===== config.mk =====
export PLATFORM = sky130hd
export DESIGN_NAME = alu_op_scheduler
export DESIGN_NICKNAME = d
export VERILOG_FILES = /design/src/rtl/alu_sched_pkg.sv /design/src/rtl/alu_op_scheduler_rr_arb2.sv /design/src/rtl/alu_op_scheduler.sv
export SDC_FILE = /design/constraint.sdc
export NUM_CORES = 1
export LEC_CHECK = 0
export ABC_AREA = 1
export BUFFER_PORTS_ARGS = -buffer_cell sky130_fd_sc_hd__buf_2
export CORE_MARGIN = 4
export CORE_UTILIZATION = 40
export CTS_CLUSTER_SIZE = 8
export DETAILED_ROUTE_END_ITERATION = 12
export PLACE_DENSITY_LB_ADDON = 0.1
export SLEW_MARGIN = 10
export SYNTH_ARGS = -nofsm -noshare
export SYNTH_HDL_FRONTEND = slang
export SYNTH_SLANG_ARGS = --single-unit

===== constraint.sdc =====
create_clock -name clk -period 1.4 [get_ports clk]
set_clock_uncertainty 0.1 [all_clocks]
set_input_delay 0.28 -clock clk [delete_from_list [all_inputs] [get_ports clk]]
set_output_delay 0.28 -clock clk [all_outputs]
set_load 0.1 [all_outputs]

===== src/rtl/alu_sched_pkg.sv =====
// Shared types and constants for the ALU operation scheduler.
// The ALU itself lives outside the scheduler.
package alu_sched_pkg;

   localparam int WIDTH_DEF = 5;
   localparam int OPW_DEF   = 3;
   localparam int SHW_DEF   = 2;
   localparam int CNTW_DEF  = 8;

   // Bit positions inside the {N,Z,C,V} flag nibble
   localparam int FLAG_N = 3;
   localparam int FLAG_Z = 2;
   localparam int FLAG_C = 1;
   localparam int FLAG_V = 0;

   localparam logic [2:0] OP_ADD = 3'b000;
   localparam logic [2:0] OP_SUB = 3'b001;

   typedef enum logic [1:0] {
      IDLE = 2'd0,
      EXEC = 2'd1,
      RESP = 2'd2
   } sched_state_e;

endpackage


===== src/rtl/alu_op_scheduler_rr_arb2.sv =====
// Two-way round-robin grant. Purely combinational; the parent keeps last_grant.
// A lone valid requester always wins; on a tie the one not granted last time wins.
module rr_arb2 (
   input  logic [1:0] valid_i,
   input  logic       last_grant_i,
   output logic [1:0] grant_o
);

   assign grant_o[0] = valid_i[0] & (~valid_i[1] | last_grant_i);
   assign grant_o[1] = valid_i[1] & (~valid_i[0] | ~last_grant_i);

endmodule


===== src/rtl/alu_op_scheduler.sv =====
// Shares one external combinational ALU between two requesters: round-robin
// accept, one execute cycle, then a tagged response held until consumed.
module alu_op_scheduler
   import alu_sched_pkg::*;
#(
   parameter int WIDTH = WIDTH_DEF,
   parameter int OPW   = OPW_DEF,
   parameter int SHW   = SHW_DEF,
   parameter int CNTW  = CNTW_DEF
) (
   input  logic             clk,
   input  logic             reset,
   input  logic             req0_valid,
   output logic             req0_ready,
   input  logic [WIDTH-1:0] req0_a,
   input  logic [WIDTH-1:0] req0_b,
   input  logic [OPW-1:0]   req0_op,
   input  logic [SHW-1:0]   req0_shift,
   input  logic             req1_valid,
   output logic             req1_ready,
   input  logic [WIDTH-1:0] req1_a,
   input  logic [WIDTH-1:0] req1_b,
   input  logic [OPW-1:0]   req1_op,
   input  logic [SHW-1:0]   req1_shift,
   output logic [WIDTH-1:0] alu_a,
   output logic [WIDTH-1:0] alu_b,
   output logic [OPW-1:0]   alu_control,
   output logic [SHW-1:0]   alu_bshift,
   input  logic [WIDTH-1:0] alu_result,
   input  logic [3:0]       alu_flags,
   output logic             rsp_valid,
   input  logic             rsp_ready,
   output logic             rsp_id,
   output logic [WIDTH-1:0] rsp_result,
   output logic [3:0]       rsp_flags,
   output logic             busy,
   output logic [CNTW-1:0]  op_count
);

   sched_state_e     state_q, state_d;
   logic             last_grant_q, last_grant_d;
   logic [WIDTH-1:0] alu_a_q, alu_a_d;
   logic [WIDTH-1:0] alu_b_q, alu_b_d;
   logic [OPW-1:0]   alu_op_q, alu_op_d;
   logic [SHW-1:0]   alu_sh_q, alu_sh_d;
   logic             rsp_valid_q, rsp_valid_d;
   logic             rsp_id_q, rsp_id_d;
   logic [WIDTH-1:0] rsp_result_q, rsp_result_d;
   logic [3:0]       rsp_flags_q, rsp_flags_d;
   logic [CNTW-1:0]  op_count_q, op_count_d;
   logic [1:0]       grant;

   rr_arb2 u_arb (
      .valid_i      ({req1_valid, req0_valid}),
      .last_grant_i (last_grant_q),
      .grant_o      (grant)
   );

   always_comb begin
      state_d      = state_q;
      last_grant_d = last_grant_q;
      alu_a_d      = alu_a_q;
      alu_b_d      = alu_b_q;
      alu_op_d     = alu_op_q;
      alu_sh_d     = alu_sh_q;
      rsp_valid_d  = rsp_valid_q;
      rsp_id_d     = rsp_id_q;
      rsp_result_d = rsp_result_q;
      rsp_flags_d  = rsp_flags_q;
      op_count_d   = op_count_q;
      req0_ready   = 1'b0;
      req1_ready   = 1'b0;

      case (state_q)
         IDLE: begin
            req0_ready = grant[0];
            req1_ready = grant[1];
            if (|grant) begin
               // The tag is latched here; rsp_valid stays low until it matters
               alu_a_d      = grant[1] ? req1_a     : req0_a;
               alu_b_d      = grant[1] ? req1_b     : req0_b;
               alu_op_d     = grant[1] ? req1_op    : req0_op;
               alu_sh_d     = grant[1] ? req1_shift : req0_shift;
               rsp_id_d     = grant[1];
               last_grant_d = grant[1];
               state_d      = EXEC;
            end
         end
         EXEC: begin
            rsp_result_d = alu_result;
            rsp_flags_d  = alu_flags;
            rsp_valid_d  = 1'b1;
            state_d      = RESP;
         end
         RESP: begin
            if (rsp_ready) begin
               rsp_valid_d = 1'b0;
               op_count_d  = op_count_q + CNTW'(1);
               state_d     = IDLE;
            end
         end
         default: state_d = IDLE;
      endcase
   end

   always_ff @(posedge clk) begin
      if (reset) begin
         state_q      <= IDLE;
         last_grant_q <= 1'b1;
         alu_a_q      <= '0;
         alu_b_q      <= '0;
         alu_op_q     <= '0;
         alu_sh_q     <= '0;
         rsp_valid_q  <= 1'b0;
         rsp_id_q     <= 1'b0;
         rsp_result_q <= '0;
         rsp_flags_q  <= '0;
         op_count_q   <= '0;
      end else begin
         state_q      <= state_d;
         last_grant_q <= last_grant_d;
         alu_a_q      <= alu_a_d;
         alu_b_q      <= alu_b_d;
         alu_op_q     <= alu_op_d;
         alu_sh_q     <= alu_sh_d;
         rsp_valid_q  <= rsp_valid_d;
         rsp_id_q     <= rsp_id_d;
         rsp_result_q <= rsp_result_d;
         rsp_flags_q  <= rsp_flags_d;
         op_count_q   <= op_count_d;
      end
   end

   assign alu_a       = alu_a_q;
   assign alu_b       = alu_b_q;
   assign alu_control = alu_op_q;
   assign alu_bshift  = alu_sh_q;
   assign rsp_valid   = rsp_valid_q;
   assign rsp_id      = rsp_id_q;
   assign rsp_result  = rsp_result_q;
   assign rsp_flags   = rsp_flags_q;
   assign busy        = (state_q != IDLE);
   assign op_count    = op_count_q;

endmodule


==> out/results.tsv <==
metric	value	unit
status	complete, but fails checks	
Final Hold Viols	0	
largest family of logic cells by synthesized area	simple AND/OR/NAND/NOR gates	
Die Wd	76.0	um
RePlAce Congestion	0.755	
antenna viol nets, final	0	
Via density	4.69	
Max Root-Sink Buffers	2	
CP Capture Type	primary output	
H-tree Lvls	2	
Initial Util	42.0	%
Pleak	1.48	nW
VDD IR max	0.830	mV
crit path max fanout	3	
first-pass GRT wire length	7.94	mm
initial DRC count	85	
Yosys warnings	0	
met2 Use GR	25.2	%
FF+latch count, synth	37	
post-route minimum period	1.56	ns
top_reg_cell synth	dfxtp_1	
Clock Pin Slew Worst Setup and Hold Paths	0.08	ns
RSZ-0062 raised after global routing	true	
max_slew headroom	78.3	%
DIE AREA	0.00578	sq mm
Post-Syn Area	0.00185	sq mm
port bufs	80	
Final Slew Violations	0	
WP data required	1.02	ns
Fmax achieved	643	MHz
ranking of synthesized cells by area	dfxtp_1 40%, nand2_1 12%, nor2_1 11%	
CTS buffer count	5	
1st-pass router iterations	4	
XOR/XNOR Fraction of Synth Area	0.473	%
grt total ovfl	0	
Synth Area in Compound Gates	4.86	%
GR met3 Demand/Resource	6.38	%
post-synthesis mux area share	0	%
Ports	81	
total power per unit cell area	1270	mW/mm^2
net count after synthesis	309	
DR DRC count	0	
worst-margin pin slew	0.324	ns
CP Class	reg2out	
area delta synth->final	64.4	%
Total GRT Usage	16.4	%
Startpoint Class	register	
n_diodes	0	
post-synth cell types	21	
failing checks	negative setup slack	
Setup Viol. Count Final	3	
Power Total	0.00387	W
CTS tree	built	
HPWL after DPL	3.60	mm
Avg Synthesized Cell Area	7.01	sq um
core area	0.00441	sq mm
routed vias	1913	
largest net degree at the start of global routing	17	
final worst setup slack	-0.156	ns
largest area contributor in the netlist	dfxtp_1	
Synth Area in Simple Gates	44.5	%
Total Wirelength	4.74	mm
Clk Latency, worst-skew pair	0.28	ns
vias in the first global route	1744	
Post-synth EDFFs	0	
Hold Slack	0.109	ns
Rows	24	
clk root buf	clkbuf_8	
worst min-delay path category	in2reg	
register area share after synthesis	40.0	%
adder-cell share of the synthesized area	0.676	%
Tcrit/Tclk final	111	%
Mapped Cells	264	
CTS Sinks	37	
Max-Cap Viols	0	
Critical Path AT	1.18	ns
Routed wire per std cell	11.6	um
Layout Nets	400	
initial antenna violation count	0	
Die H	76.0	um
FFs w/ async S/R, synth	0	%
Yosys top cell area share	40.0	%
share of cells above drive strength 1	41.0	%
Top Usage Layer GRT	met2	
met1 GRT Util	21.1	%
report_power, final:
group | internal, W | switching, W
Clock | 0.000402 | 0.000370
Sequential | 0.00116 | 0.000112
Combinational | 0.000647 | 0.00118
Total | 0.00221 | 0.00166
cell type report:
cell class	instances	area (sq um)
inverter	27	109
timing repair buffer	95	1070
multi-input combinational	189	942
clock buffer	8	90.1
sequential	37	769
fill	365	1370
tap	52	65.1
per-layer routing:
metal,vias to the layer above,wire (um)
met5,-,0
li1,1004,-
met2,60,2150
met1,843,2120
met3,6,408
met4,0,57
cell usage in the layout, fill, tap and decap left out, types with 6 or more instances in the layout:
| master | n |
|---|---|
| dfxtp_2 | 14 |
| clkbuf_8 | 6 |
| nand3_1 | 29 |
| nor2_2 | 8 |
| a21oi_1 | 7 |
| buf_2 | 43 |
| nand2_1 | 60 |
| buf_12 | 37 |
| o21ai_0 | 11 |
| buf_4 | 15 |
| nand3_2 | 7 |
| dfxtp_1 | 20 |
| inv_1 | 25 |
| nor2_1 | 52 |
metrics by stage:
step | worst slack, ns | instances | TNS, ns | util [%] | cell area (sq um)
after global placement | 0.0773 | 399 | 0 | 66.6 | 2940
after global routing | -0.220 | 408 | -0.711 | 69.0 | 3040
final | -0.156 | 408 | -0.457 | 69.0 | 3040
after detailed placement | 0.0719 | 399 | 0 | 66.6 | 2940
after floorplan | -0.151 | 264 | -0.364 | - | 1890
after CTS | -0.172 | 408 | -0.508 | 68.8 | 3040
synthesized netlist by cell type (2+ instances only):
cell type	count
a21oi_1	7
buf_2	3
buf_4	2
buf_6	3
clkbuf_1	3
dfxtp_1	37
inv_1	27
nand2_1	61
nand2_4	3
nand3_1	29
nand3_2	7
nand3_4	3
nor2_1	52
nor2_2	9
nor2_4	2
o21ai_0	11
worst max-delay path, cell delays in order (launching register included):
cell and delay, ns:
dfxtp_2 0.33, nor2_4 0.18, buf_4 0.16, inv_1 0.06, buf_12 0.16
registers in the layout (all words and copies together), names as in the netlist:
name	cells
op_count	8
rsp_id	1
alu_b	5
alu_control	3
rsp_flags	4
rsp_valid	1
last_grant_q	1
alu_bshift	2
alu_a	5
state_q	2
rsp_result	5
worst paths after layout:
check                    start      endpoint  slack (ns)  cells after the start
setup reg to reg    state_q[1]      alu_a[1]        0.07                      7
hold reg to reg    op_count[1]   op_count[1]        0.39                      2
hold / removal    alu_flags[0]  rsp_flags[0]        0.11                      3
setup / recovery    state_q[1]          busy       -0.16                      4
logic make-up (layout without fill, tap and decap cells):
logic type | count (synthesis) | count (layout)
adders and majority gates | 1 | 1
DFF | 37 | 37
and+or+nand+nor | 169 | 169
buffers and inverters | 38 | 130
AOI/OAI and AO/OA | 18 | 18
xor gates and xnor gates | 1 | 1
timing repair:
item                                    4_1_cts  5_1_grt
hold endpoints to repair                      0        0
cloned                                        0        0
hold buffers                                  0        0
resized for setup                             1        1
setup buffers                                 1        0
endpoints found under the setup margin        3        9
pin swaps                                     2        1
Power figures use the tool's default switching activity.
